===== src/rtl/inst_fetch_unit.sv =====
// Instruction fetch stage: owns the PC, keeps one imem request in flight, feeds decode via a 1-entry slot.
// Optional stall counter output guarded by `FETCH_STALL_COUNTER_EN.
module inst_fetch_unit #(
  parameter logic [31:0] RESET_PC   = 32'h0000_0000,
  parameter int          ADDR_WIDTH = 32
) (
  input  logic                  clock,
  input  logic                  reset,
  output logic                  imem_req,
  output logic [ADDR_WIDTH-1:0] imem_addr,
  input  logic                  imem_ready,
  input  logic                  imem_rvalid,
  input  logic [31:0]           imem_rdata,
  output logic                  inst_valid,
  input  logic                  inst_ready,
  output logic [31:0]           instruction,
  output logic [ADDR_WIDTH-1:0] pc_out,
  output logic [3:0]            pc_upper,
  input  logic                  redirect_valid,
  input  logic [2:0]            PCSource,
  input  logic [ADDR_WIDTH-1:0] resolve_pc,
  input  logic                  branch_taken,
  input  logic [ADDR_WIDTH-1:0] jumpAddr,
  input  logic [ADDR_WIDTH-1:0] targetReg,
  input  logic [ADDR_WIDTH-1:0] branchAddr
`ifdef FETCH_STALL_COUNTER_EN
  ,
  output logic [31:0]           stall_count
`endif
);

  typedef enum logic [1:0] {
    ST_FETCH   = 2'd0,
    ST_WAIT    = 2'd1,
    ST_DISCARD = 2'd2
  } state_e;

  state_e                state_q, state_d;
  logic [ADDR_WIDTH-1:0] pc_q, pc_d;
  logic [ADDR_WIDTH-1:0] fetch_pc_q, fetch_pc_d;
  logic [ADDR_WIDTH-1:0] pc_out_q, pc_out_d;
  logic [31:0]           inst_q, inst_d;
  logic                  inst_valid_q, inst_valid_d;
  logic [ADDR_WIDTH-1:0] seq_pc, target_raw, redirect_target;

  always_comb begin
    seq_pc = resolve_pc + ADDR_WIDTH'(4);
    case (PCSource)
      3'd1:    target_raw = jumpAddr;
      3'd2:    target_raw = targetReg;
      3'd3:    target_raw = branch_taken ? (seq_pc + branchAddr) : seq_pc;
      default: target_raw = seq_pc;
    endcase
    redirect_target = {target_raw[ADDR_WIDTH-1:2], 2'b00};
  end

  always_ff @(posedge clock or negedge reset) begin
    if (!reset) begin
      state_q <= ST_FETCH;
    end else begin
      state_q <= state_d;
    end
  end

  // A redirect while a response is still owed leaves us in DISCARD to swallow it.
  always_comb begin
    state_d = state_q;
    case (state_q)
      ST_FETCH: begin
        if (imem_req && imem_ready) state_d = ST_WAIT;
      end
      ST_WAIT: begin
        if (imem_rvalid)         state_d = ST_FETCH;
        else if (redirect_valid) state_d = ST_DISCARD;
      end
      ST_DISCARD: begin
        if (imem_rvalid) state_d = ST_FETCH;
      end
      default: state_d = ST_FETCH;
    endcase
  end

  always_comb begin
    imem_req  = 1'b0;
    imem_addr = pc_q;
    if (reset && state_q == ST_FETCH) begin
      imem_req = !redirect_valid && (!inst_valid_q || inst_ready);
    end
  end

  always_comb begin
    pc_d         = pc_q;
    fetch_pc_d   = fetch_pc_q;
    pc_out_d     = pc_out_q;
    inst_d       = inst_q;
    inst_valid_d = inst_valid_q;
    if (inst_valid_q && inst_ready) inst_valid_d = 1'b0;
    if (state_q == ST_FETCH && imem_req && imem_ready) fetch_pc_d = pc_q;
    if (state_q == ST_WAIT && imem_rvalid && !redirect_valid) begin
      inst_d       = imem_rdata;
      pc_out_d     = fetch_pc_q;
      inst_valid_d = 1'b1;
      pc_d         = fetch_pc_q + ADDR_WIDTH'(4);
    end
    if (redirect_valid) begin
      pc_d         = redirect_target;
      inst_valid_d = 1'b0;
    end
  end

  always_ff @(posedge clock or negedge reset) begin
    if (!reset) begin
      pc_q         <= RESET_PC;
      fetch_pc_q   <= '0;
      pc_out_q     <= '0;
      inst_q       <= '0;
      inst_valid_q <= 1'b0;
    end else begin
      pc_q         <= pc_d;
      fetch_pc_q   <= fetch_pc_d;
      pc_out_q     <= pc_out_d;
      inst_q       <= inst_d;
      inst_valid_q <= inst_valid_d;
    end
  end

  assign inst_valid  = inst_valid_q;
  assign instruction = inst_q;
  assign pc_out      = pc_out_q;
  assign pc_upper    = pc_out_q[ADDR_WIDTH-1 -: 4];

`ifdef FETCH_STALL_COUNTER_EN
  logic [31:0] stall_cnt_q, stall_cnt_d;

  always_comb begin
    stall_cnt_d = stall_cnt_q;
    if (!inst_valid_q && stall_cnt_q != 32'hFFFF_FFFF) stall_cnt_d = stall_cnt_q + 32'd1;
  end

  always_ff @(posedge clock or negedge reset) begin
    if (!reset) begin
      stall_cnt_q <= '0;
    end else begin
      stall_cnt_q <= stall_cnt_d;
    end
  end

  assign stall_count = stall_cnt_q;
`endif

endmodule


===== config.mk =====
export PLATFORM = sky130hd
export DESIGN_NAME = inst_fetch_unit
export DESIGN_NICKNAME = d
export VERILOG_FILES = /design/src/rtl/inst_fetch_unit.sv
export SDC_FILE = /design/constraint.sdc
export NUM_CORES = 1
export LEC_CHECK = 0
export CAP_MARGIN = 5
export CORE_ASPECT_RATIO = 1.2
export CORE_MARGIN = 5
export CORE_UTILIZATION = 45
export CTS_CLUSTER_DIAMETER = 200
export DETAILED_ROUTE_END_ITERATION = 8
export PLACE_DENSITY = 0.79
export SYNTH_ARGS = -nofsm -noshare
export SYNTH_HDL_FRONTEND = slang
export SYNTH_SLANG_ARGS = --single-unit

===== constraint.sdc =====
create_clock -name clock -period 3.8 [get_ports clock]
set_input_delay 0.57 -clock clock [delete_from_list [all_inputs] [get_ports clock]]
set_output_delay 0.57 -clock clock [all_outputs]
set_load 0.03 [all_outputs]

==> impl_metrics.tcl, run 1 <==
set metrics [dict create \
    row_count 57 \
    grt_pass1_wl_um 48550 \
    avgSynthCellArea_sq_um 9.029 \
    cp_common_cell "nand3_1" \
    synth_area_leaders "dfrtp_1, mux2_2, ha_1, o21ai_0, xnor2_1" \
    ys_types 71 \
    clkPwrFrac 0.241 \
    overflow 0 \
    grt_max_degree 80 \
    finalNetCount 1607 \
    start_kind "input port" \
    cap_violations 0 \
    clk_pin_slew_ps 50 \
    fmax_mhz 265.0 \
    combPwrFrac 0.436 \
    layout-drive-gt1-share 0.2447 \
    drv_slew 0 \
    drtAntennaViolNets 0 \
    clock_latency_ps 410 \
    crit_fanout 6 \
    crit_slowest_cell "clkdlybuf4s50_1" \
    critPathLaunch "resolve_pc[2]" \
    cts_buffers 17 \
    power_density_nw_per_um2 476.5 \
    cts.path.max_buffers 2 \
    cp-endpoint "imem_addr[31]" \
    clkSinkCount 131 \
    start_util 0.4537 \
    worstSetupPathType "in2reg" \
    h-tree-depth 4 \
    cts_tree "built" \
    track_usage 0.2571 \
    drc 0 \
    critPathArrivalTime_ps 4070 \
    reg2reg_slack_ps 1270 \
    tightest_slew_ps 972.4 \
    ff2ff_path_depth 9 \
    hold_viol 0 \
    netlist_top_cells_count "dfrtp_1, mux2_2, nand2_1" \
    post-synth-top-count-cell "dfrtp_1" \
    drt_iter0_markers 583 \
    ctsHoldBuffers 0 \
    clockRootBuffer "clkbuf_16" \
    post-route-min-period_ps 3774 \
    synth-seq-cells 131 \
    die_y_um 165.7 \
    syn2layout_area_growth_pct 53.53 \
    hold_class "in2async" \
    synthCells 1007 \
    relSlewSlack 0.3518 \
    period_share 0.9931 \
    slowest_delay_ps 540 \
    pin_count 272 \
    synth_top_area_share 0.3605 \
    crit_required_ps 4090 \
    skew_ps 6.077 \
    synth_top_area_cell "dfrtp_1" \
    synth-edff-count 0 \
    rsz0062_at_grt "true" \
    ys_seq_area_frac 0.3605 \
    finalSetupViolCount 0 \
    dpl.hpwl_um 24580 \
    dieArea_sq_um 23160 \
    path_cells "clkdlybuf4s50_1, buf_4, ha_1, nand2_2, nor2_1, nand2_1, xnor2_2, ha_4, a311oi_2, nand3_1, o22ai_1, nand2_1, buf_4, nand3_1, nand3_1, xor2_2, a311o_1, o211a_1" \
    setup_tns_ps 0 \
    fill_cells 1566 \
    synth_nets 1214 \
    synth-async-reset-ratio 1.000 \
    synth_flop_cell "dfrtp_1" \
    viasPerCell 5.584 \
    swShare 0.3613 \
    holdWs_ps 285.0 \
    coreArea_sq_um 20040 \
    portBuffers 267 \
    outcome "complete, no violations" \
    vias 9358 \
    final_cell_area_sq_um 13960 \
    endpoint_kind "register" \
    wl_per_cell_um 18.61 \
    grt_pass1_vias 9276 \
    pwr-share-seq 0.323 \
    gp_congestion 0.9669 \
    worst_ir_drop_vdd_uv 392.8 \
    fp.dieW_um 139.8 \
    place_area_sq_um 13030 \
    yosysWarningCount 0 \
    routed_wl_um 31190 \
    worstReg2RegEnd "imem_addr[29]" \
    total_leakage_power_nw 6.023 \
    p_sw_mw 2.403 \
    syn_area_sq_um 9092 \
    reg2reg_from "fetch_pc_q[5]" \
    p_int_mw 4.249 \
    drt_pass1_iterations 6 \
    grt_antenna_before_repair 1 \
    final_util 0.6966 \
]
[timing repair]
item / in CTS / in global routing
gates resized for setup: 7 / 53
pin swaps: 1 / 24
setup endpoints to repair: 5 / 18
gates cloned: 0 / 0
setup buffers: 0 / 9
[stage by stage]
step	total power, mW	worst slack, ps	std cells
finish	6.652	26.06	1676
global route	6.972	-75.80	1676
CTS	6.640	-5.220	1666
detailed placement	5.017	-684.0	1637
global placement	4.937	-600.8	1637
floorplan	3.679	172.8	1007
[power groups by stage]
stage          Combinational, mW  Clock, mW  Sequential [mW]
6_report                    2.90       1.60             2.15
5_1_grt                     3.07       1.69             2.21
4_1_cts                     2.86       1.63             2.15
3_5_place_dp                2.85          0             2.17
3_3_place_gp                2.80          0             2.14
2_1_floorplan              0.971          0             2.71
[cell type report]
| class | count | area [sq um] | share of cell area |
|---|---|---|---|
| multi-input combinational | 783 | 5709 | 0.4090 |
| timing repair buffer | 433 | 3933 | 0.2817 |
| sequential | 131 | 3278 | 0.2348 |
| clock buffer | 25 | 505.5 | 0.03621 |
| tap | 265 | 331.6 | 0.02375 |
| inverter | 34 | 127.6 | 0.009142 |
| clock inverter | 4 | 72.57 | 0.005199 |
| antenna | 1 | 2.502 | 0.0001793 |
[registers in the layout, indices dropped and copies added, names as in the netlist]
name / flops
state_q: 2
inst_valid: 1
instruction: 32
imem_addr: 32
fetch_pc_q: 32
pc_out: 32
[cells in the final DEF, fill, tap and decap left out, types with 5 or more instances in the layout]
cell | Yosys | layout
xnor2_2 | 0 | 6
o21ai_1 | 3 | 5
and3_1 | 21 | 21
inv_1 | 33 | 33
nor3_1 | 8 | 6
ha_1 | 37 | 33
xor2_1 | 37 | 36
nor2_1 | 68 | 65
a221oi_1 | 6 | 5
a21oi_1 | 64 | 62
o221ai_1 | 7 | 7
mux2_2 | 97 | 97
clkbuf_8 | 0 | 5
o22ai_1 | 12 | 12
o21ai_0 | 79 | 74
nor2b_1 | 6 | 6
clkdlybuf4s50_1 | 0 | 261
nand2_1 | 92 | 90
dfrtp_1 | 131 | 131
nand3_1 | 38 | 36
nand4_1 | 15 | 15
a21o_1 | 19 | 19
nand2b_1 | 12 | 12
a31oi_1 | 22 | 20
xnor2_1 | 40 | 34
clkbuf_16 | 0 | 17
o211ai_1 | 10 | 10
a211oi_1 | 11 | 10
buf_4 | 5 | 164
[metal layers]
layer	vias up	GRT usage	part of all wire
li1	4457	-	-
met1	4462	0.3170	0.40
met2	367	0.4538	0.50
met3	72	0.04354	0.062
met4	0	0.08723	0.035
met5	-	0	0
[worst min-delay path by stage]
| stage | start | to | slack (ps) | depth (start not counted) |
|---|---|---|---|---|
| final | reset | pc_out[6] | 290 | 2 |
| after global routing | reset | instruction[14] | 340 | 2 |
| after CTS | reset | instruction[22] | 300 | 2 |
| after detailed placement | instruction[0] | instruction[0] | 490 | 1 |
| after global placement | instruction[8] | instruction[8] | 490 | 1 |
| after floorplan | reset | fetch_pc_q[0] | 270 | 0 |
[kinds of logic (layout without fill, tap and decap cells)]
group,Yosys count,in the layout,synth area share
and+or+nand+nor,292,292,0.1562
AOI/OAI and AO/OA,279,279,0.1954
DFF,131,131,0.3605
muxes,98,98,0.1212
buffers and inverters,93,496,0.04156
xor gates and xnor gates,77,77,0.07417
adders and majority gates,37,37,0.05091
other,0,1,0
[worst max-delay path, delay by kind of cell]
family,cells,cell delay (ps)
compound gates,4,920
buf+inv,3,870
fa+ha+maj,2,450
simple gates,7,820
xor+xnor,2,430
No activity file was read; power rests on OpenSTA's default activity.
==> inputs of run 2 (changes only) <==
--- a/config.mk
+++ b/config.mk
@@ -10,8 +10,9 @@
 export CORE_MARGIN = 5
 export CORE_UTILIZATION = 45
 export CTS_CLUSTER_DIAMETER = 200
+export CTS_CLUSTER_SIZE = 12
 export DETAILED_ROUTE_END_ITERATION = 8
-export PLACE_DENSITY = 0.79
+export PLACE_DENSITY = 0.87
 export SYNTH_ARGS = -nofsm -noshare
 export SYNTH_HDL_FRONTEND = slang
 export SYNTH_SLANG_ARGS = --single-unit
==> run 2 against run 1 <==
  * Register-to-register slack got worse by 60 ps
  * Clock skew is 1.8 ps higher
  * Via count grew 3.9%
  * Worst setup slack worse by 39 ps
  * Global-route usage increased by 1.0 points
  * Routed wire length increased by 5.0%
  * Flip-flop and latch count unchanged
  * Design area is 1.5% higher
  * Non-clock buffer count up 11
  * Largest power group unchanged
  * The run now ends with setup timing left
  * Combinational power up 2%
  * Sequential power barely moved
==> impl_metrics.tcl, run 2 (synthesized netlist as in run 1, its figures left out) <==
set metrics [dict create \
    clkSinkCount 131 \
    track_usage 0.2675 \
    clk_pin_slew_ps 60 \
    layout-drive-gt1-share 0.2662 \
    coreArea_sq_um 20040 \
    relSlewSlack 0.4157 \
    fin_ws_ps -13.26 \
    portBuffers 267 \
    wl_met3_um 2247 \
    dieArea_sq_um 23160 \
    vias 9719 \
    post-route-min-period_ps 3813 \
    worstSetupPathType "in2reg" \
    syn2layout_area_growth_pct 55.86 \
    row_count 57 \
    tightest_slew_ps 876.5 \
    final_common_cell "clkdlybuf4s50_1" \
    total_leakage_power_nw 6.122 \
    critPathArrivalTime_ps 4090 \
    clock_latency_ps 420 \
    routed_wl_um 32760 \
    skew_ps 7.896 \
    m1WireLength_um 12600 \
    viasPerCell 5.754 \
    overflow 0 \
    clockRootBuffer "clkbuf_16" \
    drt_pass1_iterations 7 \
    power_density_nw_per_um2 476.5 \
    fmax_mhz 262.2 \
    ctsHoldBuffers 0 \
    grt_pass1_vias 9743 \
    wl_per_cell_um 19.40 \
    drc 0 \
    cts.path.max_buffers 2 \
    hold_class "in2async" \
    fp.dieW_um 139.8 \
    crit_fanout 5 \
    rsz0062_at_grt "true" \
    crit_required_ps 4070 \
    gp_congestion 0.9744 \
    endpoint_kind "register" \
    drtAntennaViolNets 0 \
    finalNetCount 1618 \
    finalSetupViolCount 1 \
    final_cell_mix "clkdlybuf4s50_1, buf_4, dfrtp_1, mux2_2, nand2_1" \
    h-tree-depth 4 \
    die_y_um 165.7 \
    grt_max_degree 70 \
    total_power_mw 6.752 \
    violations "setup timing" \
    diodes 0 \
    grt_pass1_wl_um 50590 \
    worst_ir_drop_vdd_uv 383.1 \
    drt_iter0_markers 566 \
    final_cell_area_sq_um 14170 \
    cap_violations 0 \
    dr_wl_met2_um 16290 \
    grt_antenna_before_repair 0 \
    hold_viol 0 \
    pin_count 272 \
    place_area_sq_um 13100 \
    outcome "complete, but fails checks" \
    cts_buffers 17 \
    fill_cells 1499 \
    cts_tree "built" \
    start_kind "input port" \
    drv_slew 0 \
    dpl.hpwl_um 24820 \
    start_util 0.4537 \
    period_share 1.003 \
    highest_layer "met4" \
]
## run 2: what timing repair did
action                     CTS  global route
pin swaps                    2            30
setup endpoints to repair    5            18
setup buffers                1             9
resized for setup            9            75
## run 2: stage by stage
stage	hold WS, ps	TNS, ps	setup slack (ps)	utilization	std cells
after global placement	487.1	-4740	-553.3	0.6539	1647
after floorplan	274.4	0	172.8	-	1007
after CTS	377.6	-12.66	-12.66	0.6862	1680
after global routing	439.5	-519.1	-154.9	0.7071	1689
after detailed placement	494.1	-6229	-719.4	0.6539	1647
final	357.6	-13.26	-13.26	0.7071	1689
## run 2: final timing paths
check                                from               to  slack, ps  cells after the start
min in group clock         instruction[0]   instruction[0]        500                      1
hold reg to reg            instruction[0]   instruction[0]        500                      1
max in group asynchronous           reset  instruction[28]       2100                      3
setup / recovery            resolve_pc[4]    imem_addr[26]        -10                     16
hold / removal                      reset   instruction[3]        360                      2
setup reg to reg            fetch_pc_q[6]    imem_addr[29]       1210                      9
## run 2: critical path, cell delays in order
cell	delay, ps
clkdlybuf4s50_1	600
nand3_2	200
nor2_4	140
and2_1	190
xor2_2	220
ha_1	290
a21o_1	190
a21o_1	190
a21o_1	180
a31oi_1	300
o21ai_1	140
or2_1	260
buf_4	150
a21oi_1	150
xor2_1	190
o221ai_1	130
## run 2: cell type report
class                           instances  area, sq um  area share
Multi-Input combinational cell        783         5814      0.4103
Inverter                               34        127.6    0.009006
Sequential cell                       131         3278      0.2313
Tap cell                              265        331.6     0.02340
Clock inverter                         14        161.4     0.01139
Timing Repair Buffer                  444         4019      0.2836
Clock buffer                           18        439.2     0.03099
## run 2: report_power, final
group | switching [mW] | internal (mW) | total [mW] | leakage (nW)
clock | 0.602 | 1.04 | 1.65 | 0.296
combinational | 1.53 | 1.41 | 2.95 | 4.23
sequential | 0.352 | 1.81 | 2.16 | 1.60
## run 2: routing by layer
| metal | vias to the layer above | track usage |
|---|---|---|
| li1 | 4462 | - |
| met1 | 4653 | 0.3222 |
| met2 | 497 | 0.4595 |
| met3 | 107 | 0.05017 |
| met4 | 0 | 0.1268 |
| met5 | - | 0 |
